File: config.mk
export PLATFORM = sky130hd
export DESIGN_NAME = instr_issue_ctrl
export DESIGN_NICKNAME = d
export VERILOG_FILES = /design/src/rtl/instr_pkg.sv /design/src/rtl/issue_regfile.sv /design/src/rtl/instr_issue_ctrl.sv
export SDC_FILE = /design/constraint.sdc
export NUM_CORES = 1
export LEC_CHECK = 0
export ABC_AREA = 1
export BUFFER_PORTS_ARGS = -buffer_cell sky130_fd_sc_hd__buf_2
export CAP_MARGIN = 25
export CORE_MARGIN = 1
export CORE_UTILIZATION = 40
export CTS_CLUSTER_DIAMETER = 40
export DETAILED_ROUTE_END_ITERATION = 10
export PLACE_DENSITY = 0.71
export SETUP_SLACK_MARGIN = 0.3
export SYNTH_ARGS = -nofsm -noshare
export SYNTH_HDL_FRONTEND = slang
export SYNTH_SLANG_ARGS = --single-unit
File: constraint.sdc
create_clock -name clk -period 2.5 [get_ports clk]
set_input_delay 0.375 -clock clk [delete_from_list [all_inputs] [get_ports clk]]
set_output_delay 0.375 -clock clk [all_outputs]
set_load 0.1 [all_outputs]
File: src/rtl/instr_pkg.sv
// Shared definitions for the fetch/decode/issue sequencer.
// Holds the instruction field bit positions, opcode and condition code constants,
// the sequencer state enum, NZCV flag indices and the condition evaluation helper.
package instr_pkg;

    localparam int NREG = 16;

    // Instruction word layout
    localparam int COND_HI  = 31;
    localparam int COND_LO  = 28;
    localparam int OP_HI    = 27;
    localparam int OP_LO    = 24;
    localparam int S_BIT    = 23;
    localparam int SHIFT_HI = 22;
    localparam int SHIFT_LO = 20;
    localparam int RD_HI    = 19;
    localparam int RD_LO    = 16;
    localparam int RS1_HI   = 15;
    localparam int RS1_LO   = 12;
    localparam int RS2_HI   = 11;
    localparam int RS2_LO   = 8;
    localparam int IMM_HI   = 15;
    localparam int IMM_LO   = 0;

    // Opcodes; 0-7 write a register, 8 compares, 10 stores, 15 halts
    localparam logic [3:0] OP_ADD   = 4'd0;
    localparam logic [3:0] OP_SUB   = 4'd1;
    localparam logic [3:0] OP_AND   = 4'd2;
    localparam logic [3:0] OP_OR    = 4'd3;
    localparam logic [3:0] OP_XOR   = 4'd4;
    localparam logic [3:0] OP_MOV   = 4'd5;
    localparam logic [3:0] OP_IMMOV = 4'd6;
    localparam logic [3:0] OP_SHF   = 4'd7;
    localparam logic [3:0] OP_CMP   = 4'd8;
    localparam logic [3:0] OP_NOP   = 4'd9;
    localparam logic [3:0] OP_STR   = 4'd10;
    localparam logic [3:0] OP_HALT  = 4'd15;

    // Condition codes; 9-15 behave as always
    localparam logic [3:0] CC_AL = 4'd0;
    localparam logic [3:0] CC_EQ = 4'd1;
    localparam logic [3:0] CC_NE = 4'd2;
    localparam logic [3:0] CC_CS = 4'd3;
    localparam logic [3:0] CC_CC = 4'd4;
    localparam logic [3:0] CC_MI = 4'd5;
    localparam logic [3:0] CC_PL = 4'd6;
    localparam logic [3:0] CC_VS = 4'd7;
    localparam logic [3:0] CC_VC = 4'd8;

    // Flag positions inside the {N,Z,C,V} nibble
    localparam int FLAG_N = 3;
    localparam int FLAG_Z = 2;
    localparam int FLAG_C = 1;
    localparam int FLAG_V = 0;

    typedef enum logic [2:0] {
        ST_IDLE   = 3'd0,
        ST_FETCH  = 3'd1,
        ST_DECODE = 3'd2,
        ST_EXEC   = 3'd3,
        ST_WB     = 3'd4,
        ST_HALT   = 3'd5
    } state_t;

    // True when the instruction's condition holds against the given flags
    function automatic logic cond_pass(input logic [3:0] cond, input logic [3:0] flags);
        logic pass;
        case (cond)
            CC_EQ:   pass = flags[FLAG_Z];
            CC_NE:   pass = !flags[FLAG_Z];
            CC_CS:   pass = flags[FLAG_C];
            CC_CC:   pass = !flags[FLAG_C];
            CC_MI:   pass = flags[FLAG_N];
            CC_PL:   pass = !flags[FLAG_N];
            CC_VS:   pass = flags[FLAG_V];
            CC_VC:   pass = !flags[FLAG_V];
            default: pass = 1'b1;
        endcase
        return pass;
    endfunction

endpackage

File: src/rtl/issue_regfile.sv
// 16x32 register file for the issue sequencer.
// Two asynchronous read ports, one synchronous write port, synchronous active-high
// reset clearing every register to zero.
//   clk, reset        : clock and synchronous reset
//   we, waddr, wdata  : write strobe, register index and data
//   raddr1/2, rdata1/2: combinational read ports
module issue_regfile (
    input  logic        clk,
    input  logic        reset,
    input  logic        we,
    input  logic [3:0]  waddr,
    input  logic [31:0] wdata,
    input  logic [3:0]  raddr1,
    input  logic [3:0]  raddr2,
    output logic [31:0] rdata1,
    output logic [31:0] rdata2
);
    import instr_pkg::*;

    logic [31:0] regs_q [NREG];

    always_ff @(posedge clk) begin
        if (reset) begin
            for (int i = 0; i < NREG; i++) begin
                regs_q[i] <= '0;
            end
        end else if (we) begin
            regs_q[waddr] <= wdata;
        end
    end

    assign rdata1 = regs_q[raddr1];
    assign rdata2 = regs_q[raddr2];

endmodule

File: src/rtl/instr_issue_ctrl.sv
// Multi-cycle fetch/decode/issue sequencer feeding the ALU control block.
// Sequence per instruction: FETCH (req/valid handshake) -> DECODE (read sources)
// -> EXEC (ALU works on held fields, result sampled) -> WB (commit, advance PC).
// Ports:
//   clk, reset                 : clock, synchronous active-high reset
//   start                      : leave IDLE and begin fetching
//   pc_in, pc_trigger, pc_reset: external program counter value and controls
//   imem_req/addr/valid/data   : instruction fetch handshake
//   condition, opcode, s, shift, immediate_value, source1, source2 : ALU fields
//   alu_result, alu_flags      : ALU outputs sampled at the end of EXEC
//   dmem_we/addr/wdata         : store strobe, address and data
//   flags_q                    : architectural NZCV register
//   halted                     : high while halted
module instr_issue_ctrl #(
    parameter int AW = 8
) (
    input  logic          clk,
    input  logic          reset,
    input  logic          start,
    input  logic [AW-1:0] pc_in,
    output logic          pc_trigger,
    output logic          pc_reset,
    output logic          imem_req,
    output logic [AW-1:0] imem_addr,
    input  logic          imem_valid,
    input  logic [31:0]   imem_data,
    output logic [3:0]    condition,
    output logic [3:0]    opcode,
    output logic          s,
    output logic [2:0]    shift,
    output logic [15:0]   immediate_value,
    output logic [31:0]   source1,
    output logic [31:0]   source2,
    input  logic [31:0]   alu_result,
    input  logic [3:0]    alu_flags,
    output logic          dmem_we,
    output logic [AW-1:0] dmem_addr,
    output logic [31:0]   dmem_wdata,
    output logic [3:0]    flags_q,
    output logic          halted
);
    import instr_pkg::*;

    state_t      state_q, state_d;
    logic [31:0] instr_q, instr_d;
    logic [31:0] src1_q, src1_d;
    logic [31:0] src2_q, src2_d;
    logic [31:0] res_q, res_d;
    logic [3:0]  rflags_q, rflags_d;
    logic [3:0]  flags_d;
    logic        pc_trigger_q, pc_trigger_d;
    logic        imem_req_q, imem_req_d;
    logic        dmem_we_q, dmem_we_d;
    logic        halted_q, halted_d;

    logic        rf_we;
    logic [31:0] rf_rdata1, rf_rdata2;
    logic [3:0]  op;
    logic        exec_ok;

    assign op = instr_q[OP_HI:OP_LO];

    // Compare always executes; everything else is gated by its condition against the
    // flags as they stand before this instruction commits.
    assign exec_ok = (op == OP_CMP) || cond_pass(instr_q[COND_HI:COND_LO], flags_q);

    issue_regfile u_regfile (
        .clk    (clk),
        .reset  (reset),
        .we     (rf_we),
        .waddr  (instr_q[RD_HI:RD_LO]),
        .wdata  (res_q),
        .raddr1 (instr_q[RS1_HI:RS1_LO]),
        .raddr2 (instr_q[RS2_HI:RS2_LO]),
        .rdata1 (rf_rdata1),
        .rdata2 (rf_rdata2)
    );

    // Next-state and commit logic. Strobes are registered from the next state so they
    // line up exactly with the state they belong to.
    always_comb begin
        state_d  = state_q;
        instr_d  = instr_q;
        src1_d   = src1_q;
        src2_d   = src2_q;
        res_d    = res_q;
        rflags_d = rflags_q;
        flags_d  = flags_q;
        rf_we    = 1'b0;

        case (state_q)
            ST_IDLE: begin
                if (start) begin
                    state_d = ST_FETCH;
                end
            end
            ST_FETCH: begin
                if (imem_valid) begin
                    instr_d = imem_data;
                    state_d = ST_DECODE;
                end
            end
            ST_DECODE: begin
                src1_d  = rf_rdata1;
                src2_d  = rf_rdata2;
                state_d = (op == OP_HALT) ? ST_HALT : ST_EXEC;
            end
            ST_EXEC: begin
                res_d    = alu_result;
                rflags_d = alu_flags;
                state_d  = ST_WB;
            end
            ST_WB: begin
                state_d = ST_FETCH;
                if (exec_ok) begin
                    rf_we = !op[3];
                    if (instr_q[S_BIT] || (op == OP_CMP)) begin
                        flags_d = rflags_q;
                    end
                end
            end
            ST_HALT: begin
                state_d = ST_HALT;
            end
            default: begin
                state_d = ST_IDLE;
            end
        endcase

        imem_req_d   = (state_d == ST_FETCH);
        pc_trigger_d = (state_d == ST_WB);
        dmem_we_d    = (state_d == ST_WB) && exec_ok && (op == OP_STR);
        halted_d     = (state_d == ST_HALT);
    end

    // State and output registers; reset abandons any in-flight instruction.
    always_ff @(posedge clk) begin
        if (reset) begin
            state_q      <= ST_IDLE;
            instr_q      <= '0;
            src1_q       <= '0;
            src2_q       <= '0;
            res_q        <= '0;
            rflags_q     <= '0;
            flags_q      <= '0;
            pc_trigger_q <= 1'b0;
            imem_req_q   <= 1'b0;
            dmem_we_q    <= 1'b0;
            halted_q     <= 1'b0;
        end else begin
            state_q      <= state_d;
            instr_q      <= instr_d;
            src1_q       <= src1_d;
            src2_q       <= src2_d;
            res_q        <= res_d;
            rflags_q     <= rflags_d;
            flags_q      <= flags_d;
            pc_trigger_q <= pc_trigger_d;
            imem_req_q   <= imem_req_d;
            dmem_we_q    <= dmem_we_d;
            halted_q     <= halted_d;
        end
    end

    // pc_reset is decoded combinationally so the counter clears on the same edge that
    // enters FETCH, making the very first fetch address already the cleared PC.
    assign pc_reset        = (state_q == ST_IDLE) && start;
    assign pc_trigger      = pc_trigger_q;
    assign imem_req        = imem_req_q;
    assign imem_addr       = imem_req_q ? pc_in : '0;
    assign dmem_we         = dmem_we_q;
    assign halted          = halted_q;

    assign condition       = instr_q[COND_HI:COND_LO];
    assign opcode          = op;
    assign s               = instr_q[S_BIT];
    assign shift           = instr_q[SHIFT_HI:SHIFT_LO];
    assign immediate_value = instr_q[IMM_HI:IMM_LO];
    assign source1         = src1_q;
    assign source2         = src2_q;
    assign dmem_addr       = src1_q[AW-1:0];
    assign dmem_wdata      = res_q;

endmodule

**Word-level counts from Yosys, hierarchy flattened**

Memories as Yosys holds them, arrays and structs flattened. A register that Yosys moved wholly into a read port is not among the register bits.
Index checks and enable logic that the tools add are counted.

- Memories kept: 1
- RAM bits: 512
- Word-level logic and storage cells: 59
- Bits of input ports: 80
- Register bits: 79
- Output and inout port bits: 149

- Reductions and logical operators: 14
- Mux-type cells: 16
- Equal/unequal tests: 19

Memories:

| name | depth | bits a word | read ports | clocked after Yosys merged registers in | write ports | line | source |
|---|---|---|---|---|---|---|---|
| u_regfile.regs_q | 16 | 32 | 2 | 2 | 16 | issue_regfile.sv:20 | `logic [31:0] regs_q [NREG];` |

Operators by type and width:

| kind | count |
|---|---|
| two-way mux 32 bit | 1 |
| OR reduction 32 bit | 1 |
| case mux 3 bit (6 select lines) | 1 |
| equality test 4 x 3 -> 1 bit, second input constant | 4 |
| equality test 4 bit, second input constant | 4 |
| equality test 3 bit, second input constant | 4 |
| two-way mux 3 bit | 3 |
| equality test 4 x 2 -> 1 bit, second input constant | 2 |
| two-way mux 1 bit | 8 |
| two-way mux 8 bit | 1 |
| case mux 1 bit (8 select lines) | 1 |
| equality test 3 x 1 -> 1 bit, second input constant | 2 |
| equality test 3 x 2 -> 1 bit, second input constant | 2 |
| zero test 1 bit | 5 |
| equality test 4 x 1 -> 1 bit, second input constant | 1 |
| two-way mux 4 bit | 1 |
| logical AND 1 bit | 3 |
| zero test 3 bit | 1 |
| AND reduction 3 bit | 1 |
| logical OR 1 bit | 2 |
| AND reduction 2 bit | 1 |

**Longest topological paths before layout**

- Depth after elaboration: 10
- Depth in mapped cells: 11
- Gate-level depth less buffers: 10

**Hierarchy**

A second synthesis with hierarchy kept.

- Cell total of the unflattened synthesis: 4608
- Area, all modules: 35221.3 sq um

By module, submodules not included:

| module | cells an instance | area each (sq um) | instances |
|---|---|---|---|
| issue_regfile | 3898 | 29741.0 | 1 |
| instr_issue_ctrl | 710 | 5480.3 | 1 |

**Worst setup path after synthesis**

Ideal clock, no wire load.

- Path kind: reg2reg
- Start point: register flags_q[3]
- End point: memory u_regfile.regs_q[11][0], enable pin
- Period minus slack after synthesis: 3.155 ns
- Required time: 2.111 ns
- Path slack: -0.655 ns
- Setup time: 0.389 ns
- Arrival time: 2.766 ns
- Cell stages (with the launch flop): 11
- Cells stage by stage: dfxtp_1 -> nand2_1 -> nand2_1 -> nand2_1 -> nand3_1 -> nand2_1 -> nand2_2 -> buf_2 -> nand4_1 -> buf_2 -> nand2_1

RTL lines:

| item | line | source |
|---|---|---|
| from (decl) | instr_issue_ctrl.sv:39 | `output logic [3:0] flags_q,` |
| from (signal assigned) | instr_issue_ctrl.sv:157 | `flags_q <= flags_d;` |
| to (decl) | issue_regfile.sv:20 |  |

**Worst setup path after layout**

- Start point: register instr_q[13]
- End point: output immediate_value[13]

RTL lines:

| item | line | source |
|---|---|---|
| from (decl) | instr_issue_ctrl.sv:45 | `logic [31:0] instr_q, instr_d;` |
| from (signal assigned) | instr_issue_ctrl.sv:152 | `instr_q <= instr_d;` |
| to (decl) | instr_issue_ctrl.sv:31 | `output logic [15:0] immediate_value,` |

No word-level cell between the ends.

==> run metrics <==
R2R depth=9; Antenna Violating Nets Remaining=0; Root Driver=clkbuf_16; Die ar.=between 80000 and 90000 um^2; synth unique cells=25; register area share after synthesis=between 50% and 60%; WP buf/inv=3; gr ovfl total=0; max_slew headroom=between 40 and 50%; Post-Syn Area=around 33000 um^2; Pre-antenna DRT Iters=8; FMAX=about 450 MHz; crit start category=flip-flop; Synth Warn #=0; H-tree depth=3; CP Cell Sequence=buf_4, buf_16, buf_6; pwr dens=~790 nW/um^2; Core ar.=about 82000 um^2; I/O pin cnt=~230; Yosys reg bits=about 660; cell family with most CP delay=buffers and inverters; FILL cells=between 7000 and 8000; maxcap violations=0; first-pass GRT wire length=175 mm; routed len/inst=22.1 um; CP max stage cell=dfxtp_4; number of diodes=0; Hold Vio Cnt, Final=0; setup_tns=0 ns; min setup slack post-route=0.274 ns; Placed Cells=between 5000 and 6000; synthesized area per cell=between 8 and 9 um^2; HP Class=input port to flip-flop; Syn Inst Count=just under 4000; Worst Skew=0.0235 ns; Final GP Congestion=about 0.90; Seq. cell area=about 18000 um^2; Final Max Tran Viols=0; Layout Nets=around 4200; period utilisation layout=between 80% and 90%; worst hold start=alu_result[3]; synth-to-layout area growth=21.2%; Yosys top cell by area=edfxtp_1; Num CTS Buffers=just over 100; Worst Tran Pin Value=a little over 0.8 ns; Finish-stage setup viols=0; initial antenna violation count=4; CTS sink cnt=around 660; Iter 0 DRT Violations=about 4400; share of layout cells above drive strength 1=between 10% and 20%; number of cells on the worst hold path=3; CP max stage delay=about 0.34 ns; fin area=between 40000 and 50000 um^2; All-Layer GR Usage=a little over a quarter; Place WS=between 0.2 and 0.3 ns; CP arrival=around 1.9 ns; synth top area cells=edfxtp_1 46%, dfxtp_1 8.6%, o211ai_1 8.3%, nand3_1 7.9%, nor2_1 7.7%; vias in the first global route=around 29000; R2R Setup Slk=0.37 ns; required time of the critical path=around 2.1 ns; DRC violation count after routing=0; crit path kind=flip-flop to output pin; CTS tree=done; Synth top area share=between 40% and 50%; Final Util=around half; Starting Density=approximately 41%; area of the multi-input gates=~12000 um^2; overall die width=between 200 and 300 um; Hold Crit Endpoint=dmem_wdata[3]$_SDFFE_PP0P_; Port Buffers=approximately 230; leakage=roughly 15 nW; clk buf depth=3; fin crit period=approximately 2.2 ns; status=completed; Crit Path Max Fanout=37; vias per cell=a little under 6; Layout Cells excl Fill=about 5300; placed inst area=36200 um^2; r2r endpoint=u_regfile.regs_q[10][5]$_SDFFCE_PN0P_; RSZ-0062 raised after global routing=yes; DP Wirelength=70.1 mm; R2R Path Start=instr_q[30]$_SDFFE_PP0P_; CP Capture Type=output pin; VDD IR-drop max=slightly below 700 uV; largest net degree at the start of global routing=around 110; Clk pin slew, worst setup/hold paths=roughly 0.05 ns; wirelength, routed=~120 mm; row count=105; Die Height=between 200 and 300 um; later-pin clock latency in the skew report=between 0.6 and 0.7 ns; Net Count, Synth=4018; CP Depth=3; detailed-route via count=between 30000 and 40000
-- worst max path at each step --
stage / startpoint / to / slack (ns)
floorplan: reset / u_regfile.regs_q[14][0]$_SDFFCE_PN0P_ / 0.24
global placement: instr_q[30]$_SDFFE_PP0P_ / u_regfile.regs_q[2][15]$_SDFFCE_PN0P_ / 0.29
detailed placement: instr_q[30]$_SDFFE_PP0P_ / u_regfile.regs_q[10][1]$_SDFFCE_PN0P_ / 0.25
CTS: instr_q[13]$_SDFFE_PP0P_ / immediate_value[13] / 0.21
global route: instr_q[30]$_SDFFE_PP0P_ / u_regfile.regs_q[2][16]$_SDFFCE_PN0P_ / 0.25
finish: instr_q[13]$_SDFFE_PP0P_ / immediate_value[13] / 0.27
-- worst min-delay path: stages --
cell     delay [ns]
buf_2          0.07
o21ai_0        0.07
a21oi_1        0.12
-- through the flow --
stage / power, mW / hold WS [ns]
finish: 32.0 / 0.0160
global route: 32.9 / 0.0255
CTS: 32.0 / 0.000678
detailed placement: 17.3 / 0.449
global placement: 17.3 / 0.445
floorplan: 15.9 / 0.430
-- cells by family (layout without fill, tap and decap cells) --
kind of cell,after synthesis,in the layout,synth area share (%)
AND/OR/NAND/NOR,1840,1840,23.2
buffers and inverters,782,1037,9.49
AO/OA/AOI/OAI,661,661,12.7
flip-flops,655,655,54.6
-- area by class of cell --
class | count | area share [%]
sequential | 655 | 45.1
multi-input combinational | 2501 | 29.9
clock inverter | 78 | 2.08
tap | 1070 | 3.31
inverter | 409 | 3.81
timing repair buffer | 434 | 9.09
clock buffer | 116 | 6.65
-- where the power goes --
group	internal (mW)	switching, mW	total (mW)	leakage, nW
Combinational	1.35	3.65	5.00	7.01
Clock	9.02	5.64	14.7	1.70
Sequential	12.1	0.242	12.4	6.45
-- state kept, by name, indices dropped and copies added, names as in the netlist --
name,count
source2,32
halted,1
u_regfile.regs_q,512
dmem_wdata,32
dmem_we,1
imem_req,1
pc_trigger,1
state_q,3
source1,32
instr_q,32
rflags_q,4
flags_q,4
-- placed cells by master, fill, tap and decap left out, drive strengths merged --
| cell type | count |
|---|---|
| nor2 | 688 |
| nand2 | 575 |
| nand3 | 525 |
| edfxtp | 512 |
| inv | 398 |
| buf | 379 |
| o211ai | 367 |
| o21ai | 150 |
| a21oi | 143 |
| dfxtp | 143 |
| clkbuf | 117 |
| clkinv | 66 |
| dlygate4sd3 | 54 |
| or2 | 30 |
| nand4 | 17 |
| clkinvlp | 12 |
| bufinv | 11 |
| nor3 | 2 |
| nand3b | 1 |
| nor3b | 1 |
| o22ai | 1 |
| and3 | 1 |
-- cell usage after synthesis --
cell      instances
nand3_1         525
nor3_1            1
buf_2            75
inv_2             3
nand2_2           1
o211ai_1        367
edfxtp_1        512
and3_1            1
buf_4            37
inv_1           372
nand4_2           9
o21ai_0         150
clkinv_1         34
nand2_1         574
buf_1            32
a21oi_1         143
nor3_2            1
nand3b_1          1
nand4_1           8
nor3b_1           1
or2_2            30
dfxtp_1         143
o22ai_1           1
nor2_1          688
clkbuf_1        229
-- timing repair --
item	4_1_cts	5_1_grt
resized for setup	13	6
endpoints found under the hold margin	54	0
hold buffers	54	0
setup buffers	6	7
cloned	0	1
endpoints found under the setup margin	107	130
pin swaps	3	1
-- layer usage --
layer / share of wire, % / GRT usage [%]
met5: 0.049 / 0
met4: 4.5 / 12.3
met3: 13 / 6.22
met2: 45 / 42.0
met1: 38 / 35.6
Note: power is estimated with default switching activity, not from simulation.
